`src/rtl/c1_dtack_gen_if.sv`:
```
// Bus-side signals of the C1 acknowledge generator: the CPU strobe, the
// decoder zone selects, the static zone configuration, the external ready,
// and the acknowledge/bus-error outputs.
interface c1_dtack_gen_if #(
  parameter int NZONES = 4,
  parameter int CNT_W  = 3
) ();
  logic                    nAS;
  logic [NZONES-1:0]       nZONE;
  logic [NZONES*CNT_W-1:0] WAIT_CFG;
  logic [NZONES-1:0]       EXT_EN;
  logic                    PDTACK;
  logic                    nDTACK;
  logic                    nBERR;
  logic [NZONES-1:0]       ZONE_HIT;

  // CPU/decoder side
  modport master (
    output nAS, nZONE, WAIT_CFG, EXT_EN, PDTACK,
    input  nDTACK, nBERR, ZONE_HIT
  );

  // Acknowledge generator side
  modport slave (
    input  nAS, nZONE, WAIT_CFG, EXT_EN, PDTACK,
    output nDTACK, nBERR, ZONE_HIT
  );
endinterface

```
`src/rtl/c1_dtack_gen.sv`:
```
// 68000 nDTACK/nBERR generator for the C1 I/O block. A bus cycle is
// acknowledged after the selected zone's wait count, optionally gated by
// PDTACK, and terminated with a bus error if it runs to the timeout.
//
// state | meaning
// IDLE  | no cycle in progress, waiting for nAS low
// WAIT  | counting down the zone's fixed wait states
// EXT   | wait states done, holding for PDTACK
// ACK   | nDTACK asserted until nAS rises
// ERR   | nBERR asserted until nAS rises
module c1_dtack_gen #(
  parameter int NZONES  = 4,
  parameter int CNT_W   = 3,
  parameter int TIMEOUT = 64,
  parameter int TO_W    = 7
) (
  input  logic              CLK_68KCLK,
  input  logic              nRESET,
  c1_dtack_gen_if.slave     bus
);

  typedef enum logic [2:0] {
    S_IDLE = 3'd0,
    S_WAIT = 3'd1,
    S_EXT  = 3'd2,
    S_ACK  = 3'd3,
    S_ERR  = 3'd4
  } state_t;

  localparam bit            TO_EN  = (TIMEOUT != 0);
  localparam logic [TO_W-1:0] TO_VAL = TO_W'(TIMEOUT);

  state_t            state_q, state_d;
  logic [CNT_W-1:0]  cnt_q, cnt_d;
  logic [TO_W-1:0]   to_cnt_q, to_cnt_d;
  logic [NZONES-1:0] zone_q, zone_d;
  logic              ext_q, ext_d;

  logic [NZONES-1:0] sel_hit;
  logic [CNT_W-1:0]  sel_cfg;
  logic              sel_ext;
  logic              timeout_hit;

  // Priority-encode the zone selects; scanning downwards lets bit 0 win.
  always_comb begin
    sel_hit = '0;
    sel_cfg = '0;
    sel_ext = 1'b0;
    for (int i = NZONES - 1; i >= 0; i--) begin
      if (!bus.nZONE[i]) begin
        sel_hit    = '0;
        sel_hit[i] = 1'b1;
        sel_cfg    = bus.WAIT_CFG[i*CNT_W +: CNT_W];
        sel_ext    = bus.EXT_EN[i];
      end
    end
  end

  // TO_CNT equals the number of edges since cycle start, so a match means
  // this edge is the timeout edge.
  assign timeout_hit = TO_EN && (to_cnt_q == TO_VAL);

  // Next-state logic; the zone, its wait count and EXT_EN are captured on
  // the cycle's first edge so later input changes have no effect.
  always_comb begin
    state_d  = state_q;
    cnt_d    = cnt_q;
    to_cnt_d = to_cnt_q;
    zone_d   = zone_q;
    ext_d    = ext_q;
    case (state_q)
      S_IDLE: begin
        if (!bus.nAS) begin
          zone_d   = sel_hit;
          ext_d    = sel_ext;
          to_cnt_d = TO_W'(1);
          cnt_d    = '0;
          if (sel_cfg != '0) begin
            cnt_d   = sel_cfg - CNT_W'(1);
            state_d = S_WAIT;
          end else if (sel_ext && !bus.PDTACK) begin
            state_d = S_EXT;
          end else begin
            state_d = S_ACK;
          end
        end
      end
      S_WAIT: begin
        if (bus.nAS) begin
          state_d = S_IDLE;
        end else if (cnt_q == '0 && (!ext_q || bus.PDTACK)) begin
          state_d = S_ACK;
        end else if (timeout_hit) begin
          state_d = S_ERR;
        end else begin
          to_cnt_d = to_cnt_q + TO_W'(1);
          if (cnt_q != '0) cnt_d = cnt_q - CNT_W'(1);
          else             state_d = S_EXT;
        end
      end
      S_EXT: begin
        if (bus.nAS) begin
          state_d = S_IDLE;
        end else if (bus.PDTACK) begin
          state_d = S_ACK;
        end else if (timeout_hit) begin
          state_d = S_ERR;
        end else begin
          to_cnt_d = to_cnt_q + TO_W'(1);
        end
      end
      S_ACK, S_ERR: begin
        if (bus.nAS) state_d = S_IDLE;
      end
      default: state_d = S_IDLE;
    endcase
    // Every return to IDLE (normal end or abort) drops the cycle context.
    if (state_d == S_IDLE) begin
      cnt_d    = '0;
      to_cnt_d = '0;
      zone_d   = '0;
      ext_d    = 1'b0;
    end
  end

  // State and cycle-context registers.
  always_ff @(posedge CLK_68KCLK or negedge nRESET) begin
    if (!nRESET) begin
      state_q  <= S_IDLE;
      cnt_q    <= '0;
      to_cnt_q <= '0;
      zone_q   <= '0;
      ext_q    <= 1'b0;
    end else begin
      state_q  <= state_d;
      cnt_q    <= cnt_d;
      to_cnt_q <= to_cnt_d;
      zone_q   <= zone_d;
      ext_q    <= ext_d;
    end
  end

  // Outputs release combinationally the moment nAS rises.
  assign bus.nDTACK   = bus.nAS | (state_q != S_ACK);
  assign bus.nBERR    = bus.nAS | (state_q != S_ERR);
  assign bus.ZONE_HIT = zone_q;

endmodule

```
`src/flat_wrapper.sv`:
```
// flat-port wrapper written by rule: the top's interface ports become plain ports
module c1_dtack_gen_flat 
#(
  parameter int NZONES  = 4,
  parameter int CNT_W   = 3,
  parameter int TIMEOUT = 64,
  parameter int TO_W    = 7
)
  (CLK_68KCLK, nRESET, bus_nAS, bus_nZONE, bus_WAIT_CFG, bus_EXT_EN, bus_PDTACK, bus_nDTACK, bus_nBERR, bus_ZONE_HIT);
  c1_dtack_gen_if #(.NZONES(NZONES), .CNT_W(CNT_W)) bus_i ();
  input  logic CLK_68KCLK;
  input  logic nRESET;
  input wire logic [$bits(bus_i.nAS)-1:0] bus_nAS;
  input wire logic [$bits(bus_i.nZONE)-1:0] bus_nZONE;
  input wire logic [$bits(bus_i.WAIT_CFG)-1:0] bus_WAIT_CFG;
  input wire logic [$bits(bus_i.EXT_EN)-1:0] bus_EXT_EN;
  input wire logic [$bits(bus_i.PDTACK)-1:0] bus_PDTACK;
  output wire logic [$bits(bus_i.nDTACK)-1:0] bus_nDTACK;
  output wire logic [$bits(bus_i.nBERR)-1:0] bus_nBERR;
  output wire logic [$bits(bus_i.ZONE_HIT)-1:0] bus_ZONE_HIT;
  assign bus_i.nAS = bus_nAS;
  assign bus_i.nZONE = bus_nZONE;
  assign bus_i.WAIT_CFG = bus_WAIT_CFG;
  assign bus_i.EXT_EN = bus_EXT_EN;
  assign bus_i.PDTACK = bus_PDTACK;
  assign bus_nDTACK = bus_i.nDTACK;
  assign bus_nBERR = bus_i.nBERR;
  assign bus_ZONE_HIT = bus_i.ZONE_HIT;
  c1_dtack_gen #(.NZONES(NZONES), .CNT_W(CNT_W), .TIMEOUT(TIMEOUT), .TO_W(TO_W)) u_core (.CLK_68KCLK(CLK_68KCLK), .nRESET(nRESET), .bus(bus_i));
endmodule
```
`config.mk`:
```
export PLATFORM = sky130hd
export DESIGN_NAME = c1_dtack_gen_flat
export DESIGN_NICKNAME = d
export VERILOG_FILES = /design/src/rtl/c1_dtack_gen_if.sv /design/src/rtl/c1_dtack_gen.sv /design/src/flat_wrapper.sv
export SDC_FILE = /design/constraint.sdc
export NUM_CORES = 1
export LEC_CHECK = 0
export CAP_MARGIN = 0
export CORE_MARGIN = 2
export CORE_UTILIZATION = 53
export DETAILED_ROUTE_END_ITERATION = 12
export GPL_TIMING_DRIVEN = 0
export PLACE_DENSITY = 0.81
export SYNTH_ARGS = -nofsm -noshare
export SYNTH_HDL_FRONTEND = slang
export SYNTH_SLANG_ARGS = --single-unit
export TNS_END_PERCENT = 30
```
`constraint.sdc`:
```
create_clock -name CLK_68KCLK -period 3.54 [get_ports CLK_68KCLK]
set_input_delay 0.354 -clock CLK_68KCLK [delete_from_list [all_inputs] [get_ports CLK_68KCLK]]
set_output_delay 0.354 -clock CLK_68KCLK [all_outputs]
set_load 0.05 [all_outputs]
```
* Word-level counts from Yosys, hierarchy flattened
Cells that the tools add are included.
Word-level totals: logic and storage cells 88, bits in registers 18, input bits 24
Cells by class: bitwise gates (word level) 2, eq/ne operators 15, add/subtract/negate cells 3, reductions and logical operators 17, muxes and demuxes 46
Operators with widths (count):
- 3-bit two-way mux | 21
- 7-bit two-way mux | 7
- 4-bit two-way mux | 7
- 7-bit one-hot mux with 3 select lines | 1
- 3-bit by 2-bit inequality test with 1-bit output, second input constant | 5
- 3-bit one-hot mux with 4 select lines | 1
- 6-bit AND reduction | 2
- 3-bit logical NOT | 3
- 3-bit inequality test, second input constant | 3
- 3-bit nonzero test | 3
- 1-bit two-way mux | 8
- 7-bit by 1-bit adder with 7-bit output, second input constant | 1
- 7-bit equality test, second input constant | 1
- 3-bit by 2-bit equality test with 1-bit output, second input constant | 2
- 3-bit one-hot mux with 2 select lines | 1
- 3-bit by 1-bit subtractor with 3-bit output, second input constant | 2
- 4-bit nonzero test | 1
- 3-bit by 1-bit equality test with 1-bit output, second input constant | 1
- 3-bit equality test, second input constant | 1
- 3-bit by 1-bit inequality test with 1-bit output, second input constant | 1
- 1-bit logical AND | 2
- 1-bit logical NOT | 2
- 2-bit by 1-bit inequality test with 1-bit output, second input constant | 1
- 1-bit OR | 2
- other kinds (4) | 4

* Depth between registers and ports, before layout
Gate-level depths: netlist (run 1).
word-level depth 12, mapped depth 7, mapped depth without buffers 7

* Worst setup path before layout (run 1)
OpenSTA, ideal clock, no wires.
path type register -> output, from reg u_core.state_q[0], to out bus_nBERR, cell stages (with the launch flop) 4, setup slack 1.800 ns, arrival 1.386 ns, buffers on the path 1, required time 3.186 ns, cell sequence dfrtp_1 > buf_2 > or2_1 > or3b_1
Between the ends: longest elaborated chain between the ends 2
RTL lines:
- from (decl) | RTL line c1_dtack_gen.sv:33 | state_t state_q, state_d;
- from (signal assigned) | RTL line c1_dtack_gen.sv:135 | state_q <= state_d;
- 3-bit inequality test | RTL line c1_dtack_gen.sv:145 | assign bus.nBERR = bus.nAS | (state_q != S_ERR);
- 1-bit OR | RTL line c1_dtack_gen.sv:145
- to (decl) | RTL line flat_wrapper.sv:19 | output wire logic [$bits(bus_i.nBERR)-1:0] bus_nBERR;
No other way between the ends.

* Worst setup path after layout (run 1)
Same ends and word-level chain as after synthesis.

==> metrics, run 1 <==
LEAKAGE=0.675 nW; FMAX=378 MHz; number of flops mapped to enable cells by yosys=0; # hold bufs at CTS=0; critical path launch point type=flip-flop; skew final=0.663 ps; Peak VDD IR=0.426 mV; H-Tree Level Count=1; Die Y-Extent=53.8 um; Gate Count Post-Synth=156; CTS Buffer Depth=2; Yosys warnings=0; GRT met2 Usage=42.3%; Hold Startpoint=bus_nZONE[0]; Syn Area/Cell=8.41 um^2; internal power=534 uW; PortBufs=27; Synth Area in XOR/XNOR=2.00%; ANT cells=0; Fillers=195; post-place setup slack=1220 ps; Vias per Instance=5.97; first-pass GRT wire length=4870 um; DRT antenna net count=0; combinational share of power=57.9%; commonest non-fill, non-tap cells in the layout=27 x clkdlybuf4s50_1, 18 x dfrtp_1, 17 x nor2_1; CP top delay family=buffers and inverters; GRT Total Usage=23.7%; slew of the pin with the lowest slew margin=821 ps; post-synthesis register bit count=18; Final Hold Fails=0; ys flop type=dfrtp_1; Placer Congestion=0.812; sw frac=44.2%; largest net degree at the start of global routing=19; # resized after CTS=0; crit path max fanout=10; grt ovf=0; crit share post-route=74.7%; CP Cell Sequence=buf_2 > or2_1 > or3b_1 > clkdlybuf4s50_1; endpoints failing setup=0; CP Capture Type=output port; Final nets=216; initial antenna violation count=0; final worst path period need=2640 ps; Worst-Skew Late Latency=290 ps; R2R setup slack=1670 ps; multiplexer share of the synthesized area=3.91%; TritonCTS buffer count=3; largest family of logic cells by synthesized area=compound AO/OA/AOI/OAI gates; fraction of the yosys area taken by sequential cells=34.3%; Arrival @ worst endpoint=2290 ps; Starting Density=54.5%; Synth Area in Adders=3.81%; Hold WC Path Type=input pin to flip-flop; clock root buffer=clkbuf_4; pwr dens=582 nW/um^2; synthesized area=1310 um^2; Slew headroom=45.1%; RSZ-0062 raised after global routing=false; DR WL/cell=14.4 um; Clk network pwr share=10.5%; Worst Reg-to-Reg Cells=5; Setup TNS Final=0 ps; drt pass-1 iters=4; Critical R2R Capture=u_core.to_cnt_q[1]$_DFFE_PN0P_; die area=2890 um^2; max incr delay on CP=710 ps; Vias=1290; depth of the worst hold-timing path=3; clk sinks=18; Die Width=53.8 um; Synth Area in Simple Gates=25.5%; initial drt markers=22; gr busiest metal=met2; crit path from=u_core.state_q[0]$_DFF_PN0_; CTS tree=built; switching power=423 uW; I/O pins=30; CP bufs+invs=2; Max Cap Viol=0; Area growth syn-to-layout=25.2%; commonest non-fill, non-tap cell in the layout=clkdlybuf4s50_1; vias in the first global route=1198; CP required=3190 ps; Rows=18; HPWL after DPL=2430 um; Compound-Gate Fraction of Synth Area=25.7%; status=finished, final reports clean; post-synth cell types=46; DR DRC count=0; GR Layer Usage met3=4.72%; launch point of the worst reg-to-reg path=u_core.state_q[0]$_DFF_PN0_; Multi-input gate area=800 um^2; core area=2410 um^2; asr flop ratio synth=100%; Setup Fix Bufs, Post-CTS=0; final WL=3120 um; Worst-path clk slew=100 ps; share of layout cells above drive strength 1=5.91%; Final WS setup=895 ps; register area=450 um^2; slowest stage cell, crit path=clkdlybuf4s50_1; Crit Path Class=flip-flop to output port; max-slew violations=0; sequential power share=31.5%; post-synthesis net count=184; GR met1 Demand/Resource=26.1%; worst hold endpoint=u_core.bus.ZONE_HIT[3]$_DFFE_PN0P_; total power=957 uW
-- sequential cells by signal, indices dropped and copies added (netlist names) --
register,cells
u_core.to_cnt_q,7
u_core.bus.ZONE_HIT,4
u_core.cnt_q,3
u_core.state_q,3
u_core.ext_q,1
-- routing by layer --
layer	up-vias	wire length (um)
met5	-	0
met4	0	94
met3	12	186
met2	51	1560
met1	595	1280
li1	632	-
-- tightest hold or removal path, delay by kind of cell --
kind / cells / cell delay [ps]
AOI/OAI and AO/OA: 1 / 80
and+or+nand+nor: 1 / 70
buffers and inverters: 1 / 140
-- cell families (layout without fill, tap and decap cells) --
family	after synthesis	after routing
AO/OA/AOI/OAI	48	48
XOR/XNOR	3	3
adder cells (fa/ha/maj)	4	4
buffers and inverters	15	45
flip-flops	18	18
multiplexers	5	5
AND/OR/NAND/NOR	63	63
-- layout make-up --
type | count | area share, %
clock buffer | 3 | 1.37
multi-input combinational | 123 | 48.7
timing repair buffer | 27 | 16.5
sequential | 18 | 27.4
tap | 30 | 2.28
inverter | 8 | 1.83
buffer | 7 | 1.98
-- power groups by stage --
stage	Combinational [mW]	Clock (mW)	Sequential, mW
2_1_floorplan	0.400	0	0.314
3_3_place_gp	0.531	0	0.300
3_5_place_dp	0.550	0	0.303
4_1_cts	0.552	0.104	0.300
5_1_grt	0.614	0.113	0.308
6_report	0.554	0.101	0.302
-- worst max path at each step --
stage                      to  depth (start not counted)
floorplan           bus_nBERR                          3
global placement    bus_nBERR                          4
detailed placement  bus_nBERR                          4
CTS                 bus_nBERR                          4
global route        bus_nBERR                          4
finish              bus_nBERR                          4
-- synth_stat cells (2+ instances only) --
cell type / n / share of area, %
mux2i_1: 4 / 3.1
o21ai_0: 8 / 3.1
and2_1: 2 / 0.95
o22ai_1: 2 / 0.95
and3_1: 3 / 1.4
buf_2: 2 / 0.76
nand3_1: 5 / 1.9
nor2_1: 17 / 4.9
nand2_1: 11 / 3.1
nor2b_1: 3 / 1.4
nand2b_1: 4 / 1.9
a21oi_1: 9 / 3.4
ha_1: 4 / 3.8
inv_1: 8 / 2.3
a31oi_1: 3 / 1.4
a221o_1: 2 / 1.5
dfrtp_1: 18 / 34
nor3_1: 3 / 1.1
o22a_1: 8 / 5.3
clkbuf_1: 4 / 1.1
nand4_1: 3 / 1.4
xnor2_1: 2 / 1.3
or3b_1: 3 / 2.0
o21a_1: 4 / 2.3
a211o_1: 2 / 1.3
or3_1: 2 / 0.95
-- per-stage QoR --
stage	hold WS (ps)	instance area, um^2	util, %	cells
after floorplan	58.4	1310	-	156
after global placement	511	1620	67.2	213
after detailed placement	511	1620	67.2	213
after CTS	393	1640	68.2	216
after global routing	397	1640	68.2	216
final	405	1640	68.2	216
Power figures use the tool's default switching activity.
==> inputs of run 2 (changes only) <==
CORE_UTILIZATION = 45   (was 53)
PLACE_DENSITY = 0.73   (was 0.81)
clock period = 2.4 ns   (was 3.54 ns; I/O delays follow)
==> run 2 against run 1 <==
Effect of this change:
- core utilization down 8.0 points
- register-to-register slack got worse by 1200 ps
- flip-flop and latch count did not move
- non-clock buffer count unchanged
- critical path depth did not move
- first-iteration DRC count grew to 2.7 times the previous value
- routed wire length grew 1.5%
- critical endpoint unchanged
- critical path type unchanged
- combinational power grew 49%
- sequential power grew 47%
- setup slack worse by 750 ps
- clock skew is 4.8 ps higher
- sequential share of layout area fell by 0.29 points
==> metrics, run 2 (synthesis gave the netlist of run 1 again) <==
Crit Path Class=flip-flop to output port; pwr dens=877 nW/um^2; Peak VDD IR=0.698 mV; core area=2760 um^2; Vias=1297; Setup TNS Final=0 ps; PortBufs=27; switching power=634 uW; Final nets=216; ANT cells=0; GRT Total Usage=19.8%; HPWL after DPL=2490 um; sequential power share=30.4%; clock root buffer=clkbuf_4; commonest non-fill, non-tap cell in the layout=clkdlybuf4s50_1; drt pass-1 iters=4; first-pass GRT wire length=5260 um; Hold WC Path Type=input pin to flip-flop; grt ovf=0; DR DRC count=0; Die Width=58.0 um; skew final=5.46 ps; commonest non-fill, non-tap cells in the layout=25 x clkdlybuf4s50_1, 18 x dfrtp_1, 17 x nor2_1; Final WS setup=142 ps; vias in the first global route=1248; initial drt markers=59; Max Cap Viol=0; initial antenna violation count=0; Die Y-Extent=58.0 um; endpoints failing setup=0; post-place setup slack=197 ps; crit share post-route=94.1%; die area=3360 um^2; DRT antenna net count=0; Clk network pwr share=13.0%; LEAKAGE=0.684 nW; internal power=821 uW; Min Hold Slack=264 ps; Setup Fix Bufs, Post-CTS=0; FMAX=443 MHz; max incr delay on CP=430 ps; TritonCTS buffer count=3; Vias per Instance=5.95; I/O pins=30; combinational share of power=56.6%; Placed Cells=214; slew of the pin with the lowest slew margin=860 ps; Fillers=249; Post-Layout Cell Count=218; final worst path period need=2260 ps; Worst-path clk slew=100 ps; CTS tree=built; DR WL/cell=14.5 um; Slew headroom=42.5%; Placer Congestion=0.875; CP Cell Sequence=buf_2 > or2_1 > or3b_1 > dlygate4sd2_1; final WL=3170 um; Starting Density=47.6%; share of layout cells above drive strength 1=6.95%; status=finished, final reports clean; Biggest register=u_core.to_cnt_q; Arrival @ worst endpoint=2020 ps; H-Tree Level Count=1; RSZ-0062 raised after global routing=false; sw frac=43.6%; total power=1.46 mW; critical path launch point type=flip-flop; max-slew violations=0; slowest stage cell, crit path=dlygate4sd2_1; clk sinks=18; Worst-Skew Late Latency=290 ps; crit path max fanout=10; Final Hold Fails=0; Rows=19; CTS Buffer Depth=2; CP required=2160 ps; Largest register FFs=7; largest net degree at the start of global routing=19; Area growth syn-to-layout=26.5%; CP Capture Type=output port
[run 2: changes by cell type in the layout (fill, tap and decap cells not counted), sizes merged]
cell	before	now
dlymetal6s2s	0	1
dlygate4sd2	0	1
clkdlybuf4s50	27	25
clkbuf	7	8
[run 2: final timing paths]
kind	from	endpoint	slack [ps]	cells past startpoint
max in group asynchronous	nRESET	u_core.state_q[0]$_DFF_PN0_	1450	1
max	u_core.state_q[0]$_DFF_PN0_	bus_nBERR	140	4
min in group asynchronous	nRESET	u_core.cnt_q[2]$_DFFE_PN0P_	420	1
min	bus_nZONE[0]	u_core.bus.ZONE_HIT[3]$_DFFE_PN0P_	260	3
max reg2reg	u_core.cnt_q[0]$_DFFE_PN0P_	u_core.to_cnt_q[1]$_DFFE_PN0P_	510	7
min reg2reg	u_core.bus.ZONE_HIT[3]$_DFFE_PN0P_	u_core.bus.ZONE_HIT[3]$_DFFE_PN0P_	540	2
[run 2: critical path, delay by kind of cell, from the launching register on]
family / cells / cell delay [ps]
and+or+nand+nor: 2 / 700
DFF: 1 / 410
buffers and inverters: 2 / 610
[run 2: per-layer routing]
layer	wire (um)	vias up	GRT usage, %
met2	1540	54	35.2
met1	1380	606	24.6
li1	-	635	-
met3	230	2	5.13
met4	16	0	2.99
met5	0	-	0
[run 2: final cells by class]
class / count / area (um^2) / area share [%]
Timing Repair Buffer: 27 / 272 / 16.4
Sequential cell: 18 / 450 / 27.1
Multi-Input combinational cell: 123 / 800 / 48.2
Inverter: 8 / 30.0 / 1.81
Clock buffer: 4 / 36.3 / 2.19
Buffer: 7 / 33.8 / 2.03
Tap cell: 31 / 38.8 / 2.34
[run 2: what timing repair did]
action | 4_1_cts | 5_1_grt
gates resized for setup | 1 | 3
setup endpoints to repair | 1 | 2
hold buffers | 0 | 0
[run 2: power groups by stage]
| stage | sequential [mW] | combinational (mW) | clock, mW |
|---|---|---|---|
| 4_1_cts | 0.440 | 0.819 | 0.192 |
| 6_report | 0.443 | 0.823 | 0.190 |
| 3_5_place_dp | 0.446 | 0.816 | 0 |
| 5_1_grt | 0.455 | 0.903 | 0.205 |
| 3_3_place_gp | 0.442 | 0.791 | 0 |
| 2_1_floorplan | 0.463 | 0.590 | 0 |
[run 2: through the flow]
step                      instance area, um^2  util (%)
after floorplan                          1310         -
after global placement                   1620      58.8
after detailed placement                 1620      58.8
after CTS                                1660      60.1
after global routing                     1660      60.2
final                                    1660      60.2
==> inputs of run 3 (changes only) <==
CTS_BUF_LIST = sky130_fd_sc_hd__clkbuf_16   (was default)
==> run 3 against run 2 <==
Effect of this change:
- power increased by 11%
- largest power group unchanged
- via count increased by 1.6%
- setup slack improved by 59 ps
- critical path depth did not move
- routed wire length rose by 4.3%
- non-clock buffer count unchanged
- maximum frequency grew 2.7%
- count of clock-buffer cells in the layout down 1
- final cell count stayed put
==> metrics, run 3 (synthesis gave the netlist of run 1 again) <==
post-place setup slack=197 ps; Area growth syn-to-layout=29.7%; Placed Cells=214; Peak VDD IR=0.698 mV; FMAX=455 MHz; vias in the first global route=1328; top layer in use=met4; Max Cap Viol=0; endpoints failing setup=0; LEAKAGE=0.701 nW; Post-Layout Cell Count=218; sequential power share=27.5%; HPWL after DPL=2490 um; sw frac=40.9%; ANT cells=0; final worst path period need=2200 ps; combinational share of power=51.5%; Largest register FFs=7; Vias per Instance=6.05; met3 wire len=234 um; pwr dens=945 nW/um^2; CP Capture Type=output port; Setup TNS Final=0 ps; Slew headroom=43.5%; Min Hold Slack=315 ps; Final WS setup=201 ps; Final Hold Fails=0; DRT antenna net count=0; crit path max fanout=10; Placer Congestion=0.875; CP required=2160 ps; DR WL/cell=15.1 um; first-pass GRT wire length=5550 um; share of layout cells above drive strength 1=6.42%; Worst-Skew Late Latency=250 ps; core area=2760 um^2; commonest non-fill, non-tap cells in the layout=25 x clkdlybuf4s50_1, 18 x dfrtp_1, 17 x nor2_1; Setup Fix Bufs, Post-CTS=0; clk sinks=18; Hold Startpoint=bus_nZONE[0]; slew of the pin with the lowest slew margin=846 ps; clock root buffer=clkbuf_16; Hold WC Path Type=input pin to flip-flop; Final nets=216; internal power=952 uW; CTS tree=built; final WL=3300 um; H-Tree Level Count=1; initial drt markers=47; switching power=658 uW; DR WL met2=1640 um; crit share post-route=91.6%; Die Width=58.0 um; Biggest register=u_core.to_cnt_q; WL met1=1380 um; grt ovf=0; Crit Path Class=flip-flop to output port; Clk network pwr share=21.0%; skew final=3.35 ps; RSZ-0062 raised after global routing=false; Die Y-Extent=58.0 um; max-slew violations=0; Vias=1318; I/O pins=30; die area=3360 um^2; critical path launch point type=flip-flop; status=finished, final reports clean; largest net degree at the start of global routing=19; Starting Density=47.6%; initial antenna violation count=0; Worst-path clk slew=50 ps; commonest non-fill, non-tap cell in the layout=clkdlybuf4s50_1; crit path from=u_core.state_q[0]$_DFF_PN0_; GRT Total Usage=21.3%; PortBufs=27; drt pass-1 iters=4; TritonCTS buffer count=3; Arrival @ worst endpoint=1960 ps; launch point of the worst reg-to-reg path=u_core.cnt_q[0]$_DFFE_PN0P_; DR DRC count=0; CTS Buffer Depth=2; Rows=19
[run 3: cell count changes in the layout (fill, tap and decap cells not counted), sizes merged]
cell,change
clkbuf,-1
clkinv,+1
[run 3: power groups by stage]
stage | logic, mW | registers (mW) | clock network, mW
after global placement | 0.791 | 0.442 | 0
after floorplan | 0.590 | 0.463 | 0
final | 0.828 | 0.443 | 0.338
after CTS | 0.827 | 0.442 | 0.347
after global routing | 0.914 | 0.457 | 0.357
after detailed placement | 0.816 | 0.446 | 0
[run 3: final timing paths]
| path | to | slack [ps] | cells after the start |
|---|---|---|---|
| setup / recovery | bus_nBERR | 200 | 4 |
| hold / removal | u_core.bus.ZONE_HIT[3]$_DFFE_PN0P_ | 310 | 3 |
| setup reg to reg | u_core.to_cnt_q[1]$_DFFE_PN0P_ | 470 | 7 |
| hold reg to reg | u_core.bus.ZONE_HIT[2]$_DFFE_PN0P_ | 530 | 2 |
| max in group asynchronous | u_core.bus.ZONE_HIT[2]$_DFFE_PN0P_ | 1400 | 1 |
| min in group asynchronous | u_core.cnt_q[2]$_DFFE_PN0P_ | 470 | 1 |
[run 3: final cells by class]
cell class,count,area [um^2]
plain buffers,7,33.8
clock buffers,3,75.1
clock inverters,1,3.75
fillers,246,1050
inverters,8,30.0
multi-input cells,123,800
flip-flops and latches,18,450
well taps,31,38.8
repair buffers,27,272
[run 3: repair_timing]
action	4_1_cts	5_1_grt
gates resized for setup	2	1
setup endpoints to repair	1	1
hold buffers	0	0
[run 3: layer usage]
| layer | up-vias | global-route usage, % |
|---|---|---|
| li1 | 632 | - |
| met1 | 624 | 24.7 |
| met2 | 55 | 37.2 |
| met3 | 7 | 6.25 |
| met4 | 0 | 7.64 |
| met5 | - | 0 |
[run 3: per-stage QoR]
stage               util, %  cell area [um^2]  power, mW
finish                 61.8              1700       1.61
global route           61.8              1700       1.73
detailed placement     58.8              1620       1.26
floorplan                 -              1310       1.05
global placement       58.8              1620       1.23
CTS                    61.7              1700       1.62
[run 3: worst max-delay path, cell delays in order (launching register included)]
cell           delay, ps
dfrtp_1              390
buf_2                180
or2_1                310
or3b_1               390
dlygate4sd2_1        430
